**config.mk**
```make
export PLATFORM = sky130hd
export DESIGN_NAME = imem_fetch_ctrl
export DESIGN_NICKNAME = d
export VERILOG_FILES = /design/src/rtl/imem_fetch_ctrl.sv
export SDC_FILE = /design/constraint.sdc
export NUM_CORES = 1
export LEC_CHECK = 0
export CAP_MARGIN = 20
export CORE_ASPECT_RATIO = 1.5
export CORE_MARGIN = 2
export CORE_UTILIZATION = 46
export CTS_CLUSTER_DIAMETER = 120
export DETAILED_ROUTE_END_ITERATION = 8
export HOLD_SLACK_MARGIN = 0.15
export PLACE_DENSITY = 0.8
export SKIP_LAST_GASP = 1
export SYNTH_ARGS = -nofsm -noshare
export SYNTH_HDL_FRONTEND = slang
export SYNTH_SLANG_ARGS = --single-unit
export TNS_END_PERCENT = 50
```
**constraint.sdc**
```tcl
create_clock -name clk -period 2.46 [get_ports clk]
set_input_delay 0.492 -clock clk [delete_from_list [all_inputs] [get_ports clk]]
set_output_delay 0.492 -clock clk [all_outputs]
set_load 0.02 [all_outputs]
```
**src/rtl/imem_fetch_ctrl.sv**
```systemverilog
// Instruction-fetch sequencer: owns the PC, drives a combinational ROM and
// hands fetched words to decode through a one-entry valid/ready output slot.
module imem_fetch_ctrl #(
    parameter logic [31:0] RESET_PC     = 32'h0000_0000,
    parameter bit          HALT_ON_ZERO = 1'b1
) (
    input  logic        clk,
    input  logic        rst_n,
    input  logic        start,
    input  logic        redirect_valid,
    input  logic [31:0] redirect_pc,
    output logic [31:0] imem_addr,
    input  logic [31:0] imem_rdata,
    output logic        inst_valid,
    input  logic        inst_ready,
    output logic [31:0] inst_data,
    output logic [31:0] inst_pc,
    output logic        halted,
    output logic        fault,
    output logic [31:0] fault_pc
);

    typedef enum logic [1:0] {
        ST_IDLE  = 2'd0,
        ST_RUN   = 2'd1,
        ST_HALT  = 2'd2,
        ST_FAULT = 2'd3
    } state_t;

    state_t      state_reg, state_next;
    logic [31:0] pc_reg, pc_next;
    logic        valid_reg, valid_next;
    logic [31:0] data_reg, data_next;
    logic [31:0] slot_pc_reg, slot_pc_next;
    logic [31:0] fault_pc_reg, fault_pc_next;

    logic slot_free;
    logic transfer;
    logic redirect_misaligned;

    assign slot_free           = !valid_reg || inst_ready;
    assign transfer            = valid_reg && inst_ready;
    assign redirect_misaligned = (redirect_pc[1:0] != 2'b00);

    always_ff @(posedge clk or negedge rst_n) begin
        if (!rst_n) begin
            state_reg    <= ST_IDLE;
            pc_reg       <= RESET_PC;
            valid_reg    <= 1'b0;
            data_reg     <= 32'h0;
            slot_pc_reg  <= 32'h0;
            fault_pc_reg <= 32'h0;
        end else begin
            state_reg    <= state_next;
            pc_reg       <= pc_next;
            valid_reg    <= valid_next;
            data_reg     <= data_next;
            slot_pc_reg  <= slot_pc_next;
            fault_pc_reg <= fault_pc_next;
        end
    end

    always_comb begin
        state_next    = state_reg;
        pc_next       = pc_reg;
        valid_next    = valid_reg;
        data_next     = data_reg;
        slot_pc_next  = slot_pc_reg;
        fault_pc_next = fault_pc_reg;

        case (state_reg)
            ST_IDLE: begin
                if (transfer) begin
                    valid_next = 1'b0;
                end
                // start wins over a simultaneous redirect; the PC stays at RESET_PC
                if (start) begin
                    state_next = ST_RUN;
                end
            end

            ST_RUN: begin
                if (redirect_valid && redirect_misaligned) begin
                    fault_pc_next = redirect_pc;
                    valid_next    = 1'b0;
                    state_next    = ST_FAULT;
                end else if (redirect_valid) begin
                    // The redirect cycle is the bubble: flush, no fetch.
                    pc_next    = redirect_pc;
                    valid_next = 1'b0;
                end else if (slot_free && HALT_ON_ZERO && (imem_rdata == 32'h0)) begin
                    valid_next = 1'b0;
                    state_next = ST_HALT;
                end else if (slot_free) begin
                    data_next    = imem_rdata;
                    slot_pc_next = pc_reg;
                    valid_next   = 1'b1;
                    pc_next      = pc_reg + 32'd4;
                end
            end

            ST_HALT: begin
                if (transfer) begin
                    valid_next = 1'b0;
                end
                if (redirect_valid && redirect_misaligned) begin
                    fault_pc_next = redirect_pc;
                    state_next    = ST_FAULT;
                end else if (redirect_valid) begin
                    pc_next    = redirect_pc;
                    state_next = ST_RUN;
                end
            end

            default: begin
                if (transfer) begin
                    valid_next = 1'b0;
                end
            end
        endcase
    end

    assign imem_addr  = pc_reg;
    assign inst_valid = valid_reg;
    assign inst_data  = data_reg;
    assign inst_pc    = slot_pc_reg;
    assign halted     = (state_reg == ST_HALT);
    assign fault      = (state_reg == ST_FAULT);
    assign fault_pc   = fault_pc_reg;

endmodule

```
Yosys cells after proc, flatten, opt, wreduce, memory -nomap -nowiden
Cells that the tools add are included.

Reduce and logical (&&, ||, !) cells: 17. $add $sub $neg: 1. Eq/ne operators: 13. Bitwise logic cells: 3. Mux-type cells: 20.

Operator list (count): $mux W32 (6); $pmux W32 S2 (1); $add A32 B3 Y32 const B (1); $logic_not A32 Y1 (1); $mux W2 (6); $ne A3 B3 Y1 const B (4); $reduce_and A5 Y1 (2); $ne A2 B2 Y1 const B (4); $mux W1 (6); $pmux W2 S3 (1); $reduce_and A6 Y1 (1); $reduce_bool A2 Y1 (3); $ne A5 B5 Y1 const B (1); $eq A2 B2 Y1 const B (2); $reduce_and A2 Y1 (2); $logic_and A1 B1 Y1 (3); $ne A3 B2 Y1 const B (1); $not A1 Y1 (3); $reduce_bool A3 Y1 (1); $eq A2 B1 Y1 const B (1); $logic_not A2 Y1 (1); $reduce_or A2 Y1 (1); $logic_not A1 Y1 (1); $logic_or A1 B1 Y1 (1).

Bits of input ports: 69. Word-level logic and storage cells: 60. Output and inout port bits: 131. Register bits: 131.

Longest topological paths before layout
Gate-level depths: netlist of run 1.

Depth after elaboration: 7. Gate-level depth with buffers: 8. Depth with buffers taken out: 7.

Worst setup path before layout of run 1
OpenSTA, ideal clock, no wires.

Kind: in2reg. Start point: in imem_rdata[17]. End point: reg data_reg[0] (netlist: inst_data[0]). Slack: 427 ps. Arrival time: 1905 ps. Library setup time: 128 ps. Stages on the path: 6. Data required time: 2332 ps. Cells stage by stage: nor4_1 -> nand4_1 -> o31ai_2 -> buf_4 -> buf_6 -> mux2_1.

Word-level cells in the longest chain between the ends: 4.

RTL lines: start: declaration (RTL line 13) `input logic [31:0] imem_rdata,`; $logic_not A32 Y1 (RTL line 91) `end else if (slot_free && HALT_ON_ZERO && (imem_rdata == 32'h0)) begin`; $logic_and A1 B1 Y1 (RTL line 91); $not A1 Y1 (no line); $reduce_and A5 Y1 (no line); end signal: assignment (RTL line 57) `data_reg <= data_next;`; end: declaration (RTL line 33) `logic [31:0] data_reg, data_next;`.

Every way passes these cells. A chain may end at the register's enable or synchronous reset.

Worst setup path after layout of run 1
Start point: reg state_reg[0]. End point: out halted.

Word-level cells in the longest chain between the ends: 1.

RTL lines: start: declaration (RTL line 30) `state_t state_reg, state_next;`; start signal: assignment (RTL line 54) `state_reg <= state_next;`; $eq A2 B2 Y1 (RTL line 127) `assign halted = (state_reg == ST_HALT);`; end: declaration (RTL line 18) `output logic halted,`.

Every way passes these cells.

==> results of run 1 <==
## timing repair
| item | 4_1_cts | 5_1_grt |
|---|---|---|
| pin swaps | 0 | 1 |
| hold endpoints to repair | 55 | 0 |
| hold buffers | 1 | 0 |
| gates cloned | 0 | 1 |
| endpoints found under the setup margin | 1 | 65 |
| gates resized for setup | 1 | 1 |
| buffers inserted | 0 | 1 |
## kinds of logic (layout without fill, tap and decap cells)
| family | Yosys count | in the layout | share of synthesized area [%] |
|---|---|---|---|
| fa+ha+maj | 5 | 5 | 1.05 |
| flops | 131 | 131 | 54.8 |
| simple gates | 112 | 112 | 10.5 |
| buf+inv | 39 | 280 | 3.45 |
| mux | 99 | 99 | 18.6 |
| compound gates | 99 | 99 | 11.6 |
## layout make-up
class | count | share of cell area, %
timing repair buffer | 242 | 26.9
tap | 159 | 2.18
clock buffer | 17 | 4.66
inverter | 7 | 0.288
sequential | 131 | 35.9
clock inverter | 14 | 2.33
multi-input combinational | 315 | 27.7
## per-layer routing
layer / GRT usage (%) / part of all wire [%] / vias to the layer above / wire length (µm)
met5: 0 / 0 / - / 0
met4: 11.0 / 2.7 / 0 / 481
met3: 6.32 / 5.2 / 39 / 932
met2: 45.7 / 55 / 208 / 9760
met1: 28.3 / 38 / 2592 / 6730
li1: - / - / 2287 / -
## power by group through the flow
stage | clock network, mW | logic (mW) | registers (mW)
2_1_floorplan | 0 | 2.20 | 5.26
3_3_place_gp | 0 | 6.32 | 4.07
3_5_place_dp | 0 | 6.47 | 4.15
4_1_cts | 2.76 | 6.53 | 4.13
5_1_grt | 2.87 | 6.95 | 4.29
6_report | 2.74 | 6.59 | 4.14
## worst min-delay path by stage
stage                                    startpoint                         to  slack [ns]  cells after the start
after floorplan                               rst_n    fault_pc[0]$_DFFE_PN0P_        0.20                      0
after detailed placement  inst_data[30]$_DFFE_PN0P_  inst_data[30]$_DFFE_PN0P_        0.48                      1
final                      inst_data[2]$_DFFE_PN0P_   inst_data[2]$_DFFE_PN0P_        0.49                      1
after global placement       inst_pc[2]$_DFFE_PN0P_     inst_pc[2]$_DFFE_PN0P_        0.47                      1
after CTS                 inst_data[10]$_DFFE_PN0P_  inst_data[10]$_DFFE_PN0P_        0.49                      1
after global routing       inst_data[2]$_DFFE_PN0P_   inst_data[2]$_DFFE_PN0P_        0.51                      1
## per-stage QoR
step,power [mW],hold slack (ns)
finish,13.5,0.490
global route,14.1,0.510
CTS,13.4,0.493
detailed placement,10.6,0.481
global placement,10.4,0.474
floorplan,7.47,0.196
## cells in the mapped netlist (all sizes together) (2+ instances only)
master | instances | area, µm²
nand4 | 8 | 56.3
a211oi | 7 | 52.6
o31ai | 4 | 35.0
nand2b | 2 | 12.5
nor2 | 14 | 52.6
a41oi | 5 | 43.8
ha | 5 | 62.6
mux2 | 96 | 1080
a31oi | 8 | 50.1
dfrtp | 131 | 3280
inv | 7 | 26.3
a2bb2oi | 26 | 228
o22ai | 13 | 81.3
or2 | 3 | 18.8
nor4 | 15 | 154
a21oi | 8 | 40.0
o21ai | 21 | 105
nand2 | 27 | 101
clkbuf | 13 | 48.8
mux2i | 3 | 30.0
nand3 | 18 | 95.1
buf | 19 | 131
and3 | 4 | 25.0
nor3 | 19 | 100
==> run summary, run 1 <==
Counting flops and latches in the post-synthesis netlist gives 131. The clock network burns 20.4% of the power. The endpoint class of the critical path was an output pin. The total area inside the core boundary comes to 12,800 µm². After synthesis, the share of flip-flops with an asynchronous set or reset is 100%. The number of cells on the worst reg-to-reg path is 7. At the end of routability-driven placement, the weighted congestion stood at 0.838. For the number of distinct standard cells referenced by the synthesized netlist, the log shows 43.

The average instance in the mapped netlist occupies 12.3 µm². The number of global-route vias before repair came out at 5,243. The largest driver fanout on the critical path came out at 8. The clock-pin slew on the worst setup and hold paths is 0.06 ns, and the number of warning messages in the yosys log is 0.

The tools report the power dissipated by switching net loads as 5.10 mW. The run gives 0 as the remaining global-route overflow. The power per cell area works out to 1480 nW/µm². In this run, the combinational gates consume 48.9% of the power. The logs give 887 for the count of filler cells inserted in the layout and 885 for the post-layout instance count excluding filler cells.

Number of DRC violations after detailed routing: 0. The tools report the sort of element at the start of the critical path as a flop. Walking the worst path, the cells encountered are inv_1, ha_2, clkdlybuf4s50_1. Flip-flop and latch area: 3280 µm².

The count of input and output buffers was 199; the layout overhead on the synthesized area was 52.5%. Across all setup checks in the final design, the least slack found is 0.0861 ns. The critical path depth in cells is 3, and the part of the total power dissipated in sequential elements is 30.7%.

The highest clock frequency the design can meet is 421 MHz. Among cell families on the critical path, the largest total delay comes from buffers and inverters. For the overall fraction of global-route tracks in use, the log shows 25.3%. After detailed routing, the average wire length per cell comes to 20.2 µm. Critical-path cell with the highest stage delay: sky130_fd_sc_hd__clkdlybuf4s50_1. Leaving out fill and tap cells, the most frequent cells in the layout are sky130_fd_sc_hd__clkdlybuf4s50_1 (198), sky130_fd_sc_hd__dfrtp_1 (131), sky130_fd_sc_hd__mux2_1 (49).

Synthesis produced 485 cells. The clock tree buffer depth was 2. In this run the tightest slew margin relative to its limit is 63.7%.

The tools report the worst setup path endpoint as halted. The via count is 5,126. The area of the mapped netlist was 5980 µm²; the number of antenna repair diodes was 0.

For this configuration, the core starts out at a cell density of 46.6%. The final-report max-slew violation count is 0, and the summed area of non-filler cells in the final layout is 9120 µm². CTS built an H-tree with a depth of 4.

For the post-route setup TNS, the log shows 0 ns. Setup repair after global routing left no endpoint under its margin. The worst-case IR drop observed on VDD is 810 µV. The post-route netlist has 18.9% of its cells at a drive strength greater than 1. The smallest clock period supported by the final layout is computed as 2.37 ns. The logs give 8410 µm² for the placed cell area and 58 for the pin count of the biggest net entering global routing.

Of the total power, the share spent switching nets is 37.9%. For the critical path arrival, the log shows 1.88 ns. The startpoint identified for the worst register-to-register timing path is imem_addr[2]$_DFFE_PN0P_. The number of enable-type register cells in the synthesized netlist was 0.

For the count of final hold-check violations, the log shows 0. The tools report the full die area as 13,900 µm². The setup violation total in the final timing report is 0, and the count of boundary I/O pins is 200. For this run, the slowest stage of the critical path takes 0.65 ns. Counting tap cells, the placed design contains a total of 850 instances.

The final HPWL from detailed placement came out at 12,300 µm. The first detailed-routing pass ran for 4 iterations. The clock reaches the later pin of the worst-skew pair after 0.42 ns. The layout net count was 788. The worst min-delay path category was flop to flop. The first global-routing pass estimated 27,600 µm of wire. The worst register-to-register path has a setup slack of 0.26 ns.

The multi-input combinational cell area was 2530 µm². The tools report the endpoint of the worst register-to-register path as imem_addr[22]$_DFFE_PN0P_. After detailed routing, the number of vias per cell comes to 5.79.

The library cell used most frequently in the layout, excluding fill and tap cells, is sky130_fd_sc_hd__clkdlybuf4s50_1. By startpoint and endpoint, the worst setup path is classified as flop to output pin. The share of synthesized area occupied by flip-flops and latches was 54.8%; the internal power summed over all cells was 8.36 mW.

The run gives 131 as the number of clock sinks. The root buffer cell is sky130_fd_sc_hd__clkbuf_16. For the synthesized netlist net count, the log shows 559. The start point of the critical path is state_reg[0]$_DFFE_PN0P_. For the post-placement worst setup slack, the log shows -0.387 ns. The tools report the TritonCTS buffer count as 17. The tools report the reported max-cap violation count as 0. The remaining number of nets flagged by the antenna check after routing is 0, and the total wire length after detailed routing is 17,900 µm. The first-iteration detailed-routing DRC count is 278, and the die extent in x is 97.1 µm.

The cell leakage power came out at 3.76 nW. The run finished with clean final reports. Among all flip-flop cells after synthesis, the most frequent one is sky130_fd_sc_hd__dfrtp_1. Data on the critical path is required at its endpoint by 1.97 ns. The fraction of the cycle the final worst path needs was 96.5%. The number of antenna violations at the first check in global routing was 0.

The site row count is 51, and the largest clock skew in the final design is 0.00680 ns. Cells fill 71.1% of the core in the end. TritonCTS built the clock tree. At the pin with the least slew margin, the transition time is 0.544 ns. Counting both buffers and inverters, the worst setup path holds a total of 2.

Die span in y: 144 µm.
(Power assumes the default switching activity.)
==> inputs of run 2 (changes only) <==
--- a/config.mk
+++ b/config.mk
@@ -12,7 +12,7 @@
 export CTS_CLUSTER_DIAMETER = 120
 export DETAILED_ROUTE_END_ITERATION = 8
 export HOLD_SLACK_MARGIN = 0.15
-export PLACE_DENSITY = 0.8
+export PLACE_DENSITY = 0.77
 export SKIP_LAST_GASP = 1
 export SYNTH_ARGS = -nofsm -noshare
 export SYNTH_HDL_FRONTEND = slang
==> run 2 against run 1 <==
  * First-iteration DRC count up 15%
  * Die area unchanged
  * Sequential share of layout area up 0.22 points
  * Critical path depth up 6
  * Register-to-register slack about the same
  * Clock skew about the same
  * Final area down 0.62%
  * Non-clock buffer count down 7
  * Combinational power down 1%
  * Worst setup slack worse by 0.0055 ns
  * Largest cell class unchanged
  * Largest power group unchanged
==> run summary, run 2 (synthesis results as in run 1) <==
The run finished with clean final reports. Across all layers, the routed design uses 5,069 vias. Of the available clock period, the critical path in the final layout requires 96.7%. The die extent in x came out at 97.1 µm. At the placement stage, the worst setup path has a slack of -0.366 ns. Layout overhead on the synthesized area: 51.6%. Worst min-delay path category: flop to flop. The worst pin sits at a relative slew slack of 56.2%. The critical path in this run is classified as primary input to flop. The first-iteration detailed-routing DRC count came out at 320. During I/O placement, the number of pins put on the boundary was 200. TritonCTS built the clock tree. The count of nets left with antenna violations once routing finished came out at 0. Summed over all cells, the static leakage comes to 3.72 nW. Summed over all layers, the routed wires come to 17,200 µm. The tools report the count of placed standard cells including taps as 845.

The slew at the pin closest to its max-slew limit works out to 0.658 ns. The setup violation total in the final timing report was 0; the number of antenna violations at the first check in global routing was 0. The clock net in this run drives a total of 131 sinks. The reported max-cap violation count was 0; the highest clock frequency the design can meet was 420 MHz.

The power per cell area was 1490 nW/µm². The highest layer touched by signal routing is met4. The worst setup path is launched from a primary input. The pre-antenna-repair detailed-routing pass consisted of 5 iterations.

The tree is rooted in a sky130_fd_sc_hd__clkbuf_16. Summed over all failing endpoints, the final setup total negative slack is 0 ns. The count of final hold-check violations was 0; the per-cell routed wire length was 19.6 µm. Summed over all layers, the global routing overflow is 0. The clock tree buffer depth was 2. Setup repair after global routing left no endpoint under its margin. The wire length of the first global-routing pass is 27,600 µm, and the largest driver fanout on the critical path is 20. Entering global routing, the biggest net connects 53 pins. The tools report the critical path arrival as 2.71 ns.

The post-route minimum period came out at 2.38 ns. Routability-driven placement finished with a final weighted congestion of 0.821. In the layout the commonest cells are sky130_fd_sc_hd__clkdlybuf4s50_1 (198), sky130_fd_sc_hd__dfrtp_1 (131), sky130_fd_sc_hd__mux2_1 (49). The tools report the endpoint class of the critical path as a flop. The die span in y was 144 µm.

The TritonCTS buffer count was 17; the count of filler cells inserted in the layout was 898. The final-report max-slew violation count is 0. The floorplan step defined a die boundary enclosing 13,900 µm².

The post-detailed-route via-to-cell ratio was 5.77; the smallest hold slack was 0.489 ns. Once the floorplan was initialized, standard cells occupied 46.6% of the core. Total length of routed met3 wires: 978 µm. At the worst endpoint, the required time is 2.79 ns. The later pin in the worst-skew pair is clocked with a latency of 0.42 ns. After detailed routing, the wire length on met1 is 6370 µm.

Global routing used 25.0% of the available tracks. The number of DRC violations after detailed routing is 0, and the peak supply drop is 678 µV. Across all setup checks in the final design, the least slack found is 0.0807 ns. Flip-flop and latch area: 3280 µm².

The tools report the number of antenna repair diodes as 0. For the core box area, the log shows 12,800 µm². The largest clock skew in the final design was 0.00686 ns.

Summed over all nets, wire length on met2 after detailed routing comes to 9420 µm. The run gives 51 as the site row count. The number of global-route vias before repair came out at 5,335. Once the clock tree was built, the setup fixing pass inserted 0 buffers. Leaving out fill and tap cells, the most frequent cell in the layout is sky130_fd_sc_hd__clkdlybuf4s50_1. Clock-pin slew on the worst setup and hold paths: 0.06 ns. In this run the number of H-tree levels came out at 4.

For the final HPWL from detailed placement, the log shows 12,200 µm. The run gives 2530 µm² as the multi-input combinational cell area. The ratio of cells with drive above 1 in the final layout was 18.3%; the post-layout instance count excluding filler cells was 879. The count of input and output buffers was 199; the layout net count was 781.
-- run 2: final timing paths --
path / start / to / slack, ns / depth (start not counted)
setup / recovery: imem_rdata[25] / imem_addr[30]$_DFFE_PN0P_ / 0.08 / 9
hold / removal: inst_data[4]$_DFFE_PN0P_ / inst_data[4]$_DFFE_PN0P_ / 0.49 / 1
setup reg to reg: imem_addr[2]$_DFFE_PN0P_ / imem_addr[22]$_DFFE_PN0P_ / 0.25 / 7
hold reg to reg: inst_data[4]$_DFFE_PN0P_ / inst_data[4]$_DFFE_PN0P_ / 0.49 / 1
max in group asynchronous: rst_n / inst_data[20]$_DFFE_PN0P_ / 1.10 / 3
min in group asynchronous: rst_n / inst_pc[2]$_DFFE_PN0P_ / 0.59 / 2
-- run 2: cell type report --
type / count / share of cell area, %
clock buffers: 17 / 4.69
clock inverters: 15 / 2.80
inverters: 7 / 0.290
multi-input cells: 315 / 28.0
flip-flops and latches: 131 / 36.2
well taps: 159 / 2.19
repair buffers: 235 / 25.9
-- run 2: per-layer routing --
metal	vias up	track usage, %
met1	2493	28.2
met2	263	45.3
met4	0	11.9
met5	-	0
li1	2275	-
met3	38	5.20
-- run 2: critical path, cell delays in order --
cell and delay [ns]:
sky130_fd_sc_hd__clkdlybuf4s50_1 0.44, sky130_fd_sc_hd__nor4_2 0.37, sky130_fd_sc_hd__nand3_1 0.24, sky130_fd_sc_hd__buf_4 0.21, sky130_fd_sc_hd__nor4_4 0.32, sky130_fd_sc_hd__buf_12 0.19, sky130_fd_sc_hd__nor2_2 0.09, sky130_fd_sc_hd__buf_8 0.17
sky130_fd_sc_hd__a2bb2oi_1 0.16
-- run 2: timing repair --
action                                 4_1_cts  5_1_grt
gates resized for setup                      0        3
endpoints found under the hold margin       49        0
setup endpoints to repair                    0        7
hold buffers                                 1        0
-- run 2: report_power, final --
part / internal (mW) / switching (mW)
clock: 1.91 / 0.967
sequential: 3.25 / 0.873
combinational: 3.28 / 3.24
total: 8.44 / 5.08
-- run 2: metrics by stage --
stage	area [µm²]	util [%]	power [mW]
floorplan	5980	-	7.47
global placement	8350	65.1	10.4
detailed placement	8350	65.1	10.6
CTS	9030	70.4	13.6
global route	9060	70.7	14.2
finish	9060	70.7	13.5
==> inputs of run 3 (changes only) <==
--- a/config.mk
+++ b/config.mk
@@ -8,11 +8,11 @@
 export CAP_MARGIN = 20
 export CORE_ASPECT_RATIO = 1.5
 export CORE_MARGIN = 2
-export CORE_UTILIZATION = 46
+export CORE_UTILIZATION = 35
 export CTS_CLUSTER_DIAMETER = 120
 export DETAILED_ROUTE_END_ITERATION = 8
 export HOLD_SLACK_MARGIN = 0.15
-export PLACE_DENSITY = 0.77
+export PLACE_DENSITY = 0.61
 export SKIP_LAST_GASP = 1
 export SYNTH_ARGS = -nofsm -noshare
 export SYNTH_HDL_FRONTEND = slang
==> run 3 against run 2 <==
  * Cell count increased by 6.1%
  * Utilization shrank 17 points
  * Sequential power is 2% lower
  * First-iteration DRC count decreased by 37%
  * Global-route usage is 5.5 points lower
  * Flip-flop and latch count unchanged
  * Non-clock buffer count up 4
  * Largest cell class unchanged
  * Combinational power increased by 0.9%
==> run summary, run 3 (synthesis results as in run 1) <==
The cell leakage power came out at 3.69 nW. Count of final hold-check violations: 0. In this design, the stage delay of the slowest critical-path cell is 0.66 ns. In this run the most critical hold path is launched from inst_data[19]$_DFFE_PN0P_. The critical path starts at state_reg[0]$_DFFE_PN0P_. The first routing iteration left 201 violations.

For the peak supply drop, the log shows 722 µV. The TritonCTS buffer count was 17; the post-route minimum period was 2.40 ns. The tool flagged a number of max-cap violations equal to 0. For the pin with the worst max-slew slack, the measured transition is 0.684 ns.

Die extent in x: 111 µm. For the remaining number of nets flagged by the antenna check after routing, the log shows 0. The H-tree was split into 4 levels.

In this run the tool buffered the top-level ports with 199 buffer cells. The ratio of cells with drive above 1 in the final layout works out to 18.5%. The run gives 2 as the clock tree buffer depth.

The tree built by TritonCTS fans out to 131 sinks. Measured against its own limit, the worst slew margin works out to 54.3%. After floorplanning, the core was divided into 58 placement rows. Clock-pin slew was measured on the worst setup and hold paths at 0.05 ns.

The run gives 785 as the layout net count. The final-report max-slew violation count came out at 0. STA classifies the critical path endpoint as an output pin.

The path class of the tightest hold or removal check is flop to flop. Pin count of the biggest net entering global routing: 54. TritonCTS built the clock tree. Walking the worst path, the cells encountered are inv_1, ha_2, clkdlybuf4s50_1. The run finished with clean final reports. 200 I/O pins were placed. The logs give 0.486 ns for the smallest hold slack and 1.90 ns for the critical path arrival.

STA classifies the critical path startpoint as a flop. Between clock sinks in the finished design, the worst skew comes to 0.00640 ns. The critical path is of the flop to output pin type.

The die covers 18,200 µm². The total wire length after detailed routing is 17,500 µm, and the number of antenna repair diodes is 0. The number of global-route vias before repair was 5,151.

For the reg2reg setup slack, the log shows 0.34 ns. The most common cell after layout, fill and taps aside is sky130_fd_sc_hd__clkdlybuf4s50_1. The setup violation total in the final timing report came out at 0.

After floorplanning, the core was sized to cover 16,800 µm². The remaining global-route overflow was 0; the overall fraction of global-route tracks in use was 19.5%. The tools report the wire length of the first global-routing pass as 27,800 µm. The root buffer cell is sky130_fd_sc_hd__clkbuf_16. The post-detailed-route via-to-cell ratio was 5.32; the number of optimization iterations in the first detailed-route pass was 4. The final weighted congestion in routability-driven placement is 0.794.

The floorplan step set the die height to 164 µm. Power comes to 13.0 mW. Dividing the detail-routed wire length by the instance count gives 18.8 µm.

Once the floorplan was initialized, standard cells occupied 35.7% of the core. In the routed design, unresolved DRC markers number 0. The worst register-to-register path begins at state_reg[0]$_DFFE_PN0P_. The later pin in the worst-skew pair is clocked with a latency of 0.42 ns. For the data required time of the critical path, the log shows 1.97 ns. The number of antenna violations at the first check in global routing was 0.

On the critical path, the stage with the largest delay is an instance of sky130_fd_sc_hd__clkdlybuf4s50_1. In the layout the commonest cells are sky130_fd_sc_hd__clkdlybuf4s50_1 (198), sky130_fd_sc_hd__dfrtp_1 (131), sky130_fd_sc_hd__mux2_1 (49). In this run the worst path has a maximum fanout of 8.

Setup repair after global routing left no endpoint under its margin. The power per cell area came out at 1440 nW/µm². The via count is 4,964, and the final HPWL from detailed placement is 12,800 µm. The run gives 417 MHz as the highest clock frequency the design can meet. The layout has 1,493 filler cells.

The fraction of the cycle the final worst path needs was 97.4%. Layout overhead on the synthesized area: 51.3%.
[run 3: changes by cell type in the layout (fill, tap and decap cells not counted), sizes merged]
cell and delta:
buf +4, bufinv -5, clkbuf +6, clkinv -2
clkinvlp +2, inv -2
[run 3: critical path, delay by kind of cell, from the launching register on]
| family | cells | cell delay [ns] |
|---|---|---|
| buffers and inverters | 2 | 0.78 |
| flip-flops | 1 | 0.40 |
| adder cells (fa/ha/maj) | 1 | 0.31 |
[run 3: worst paths after layout]
| path | end | depth (start not counted) |
|---|---|---|
| setup / recovery | halted | 3 |
| hold / removal | inst_data[19]$_DFFE_PN0P_ | 1 |
| setup reg to reg | imem_addr[2]$_DFFE_PN0P_ | 8 |
| hold reg to reg | inst_data[19]$_DFFE_PN0P_ | 1 |
| max in group asynchronous | inst_data[12]$_DFFE_PN0P_ | 3 |
| min in group asynchronous | fault_pc[15]$_DFFE_PN0P_ | 2 |
[run 3: per-layer routing]
metal / wire length, µm / share of wire [%] / GRT usage, %
met1: 6520 / 37 / 21.4
met5: 0 / 0 / 0
met3: 843 / 4.8 / 4.69
met4: 544 / 3.1 / 9.66
met2: 9580 / 55 / 35.4
[run 3: power breakdown]
part           total, mW  internal (mW)  switching, mW  leakage, nW
Clock               2.41           1.51          0.903        0.277
Sequential          4.05           3.25          0.801         1.52
Combinational       6.57           3.30           3.27         1.89
[run 3: timing repair]
action	in CTS	in global routing
gates resized for setup	2	1
hold endpoints to repair	50	0
endpoints found under the setup margin	26	37
buffers inserted	0	0
pin swaps	0	0
gates cloned	0	0
hold buffers	1	0
[run 3: cell type report]
class                           instances  area (µm²)  area share [%]
Sequential cell                       131        3280            36.2
Timing Repair Buffer                  239        2370            26.2
Multi-Input combinational cell        315        2530            28.0
Clock buffer                           23         498            5.50
Tap cell                              210         263            2.90
Clock inverter                          8        76.3           0.844
Inverter                                7        26.3           0.290
[run 3: per-stage QoR]
stage                     utilization (%)  setup WS, ns  area [µm²]  TNS, ns  cells
after CTS                            53.9        0.0336        9040        0    933
after global routing                 54.0        0.0156        9050        0    933
after floorplan                         -         0.427        5980        0    485
after global placement               50.4        -0.373        8450   -30.47    901
final                                54.0        0.0645        9050        0    933
after detailed placement             50.4        -0.417        8450   -33.98    901
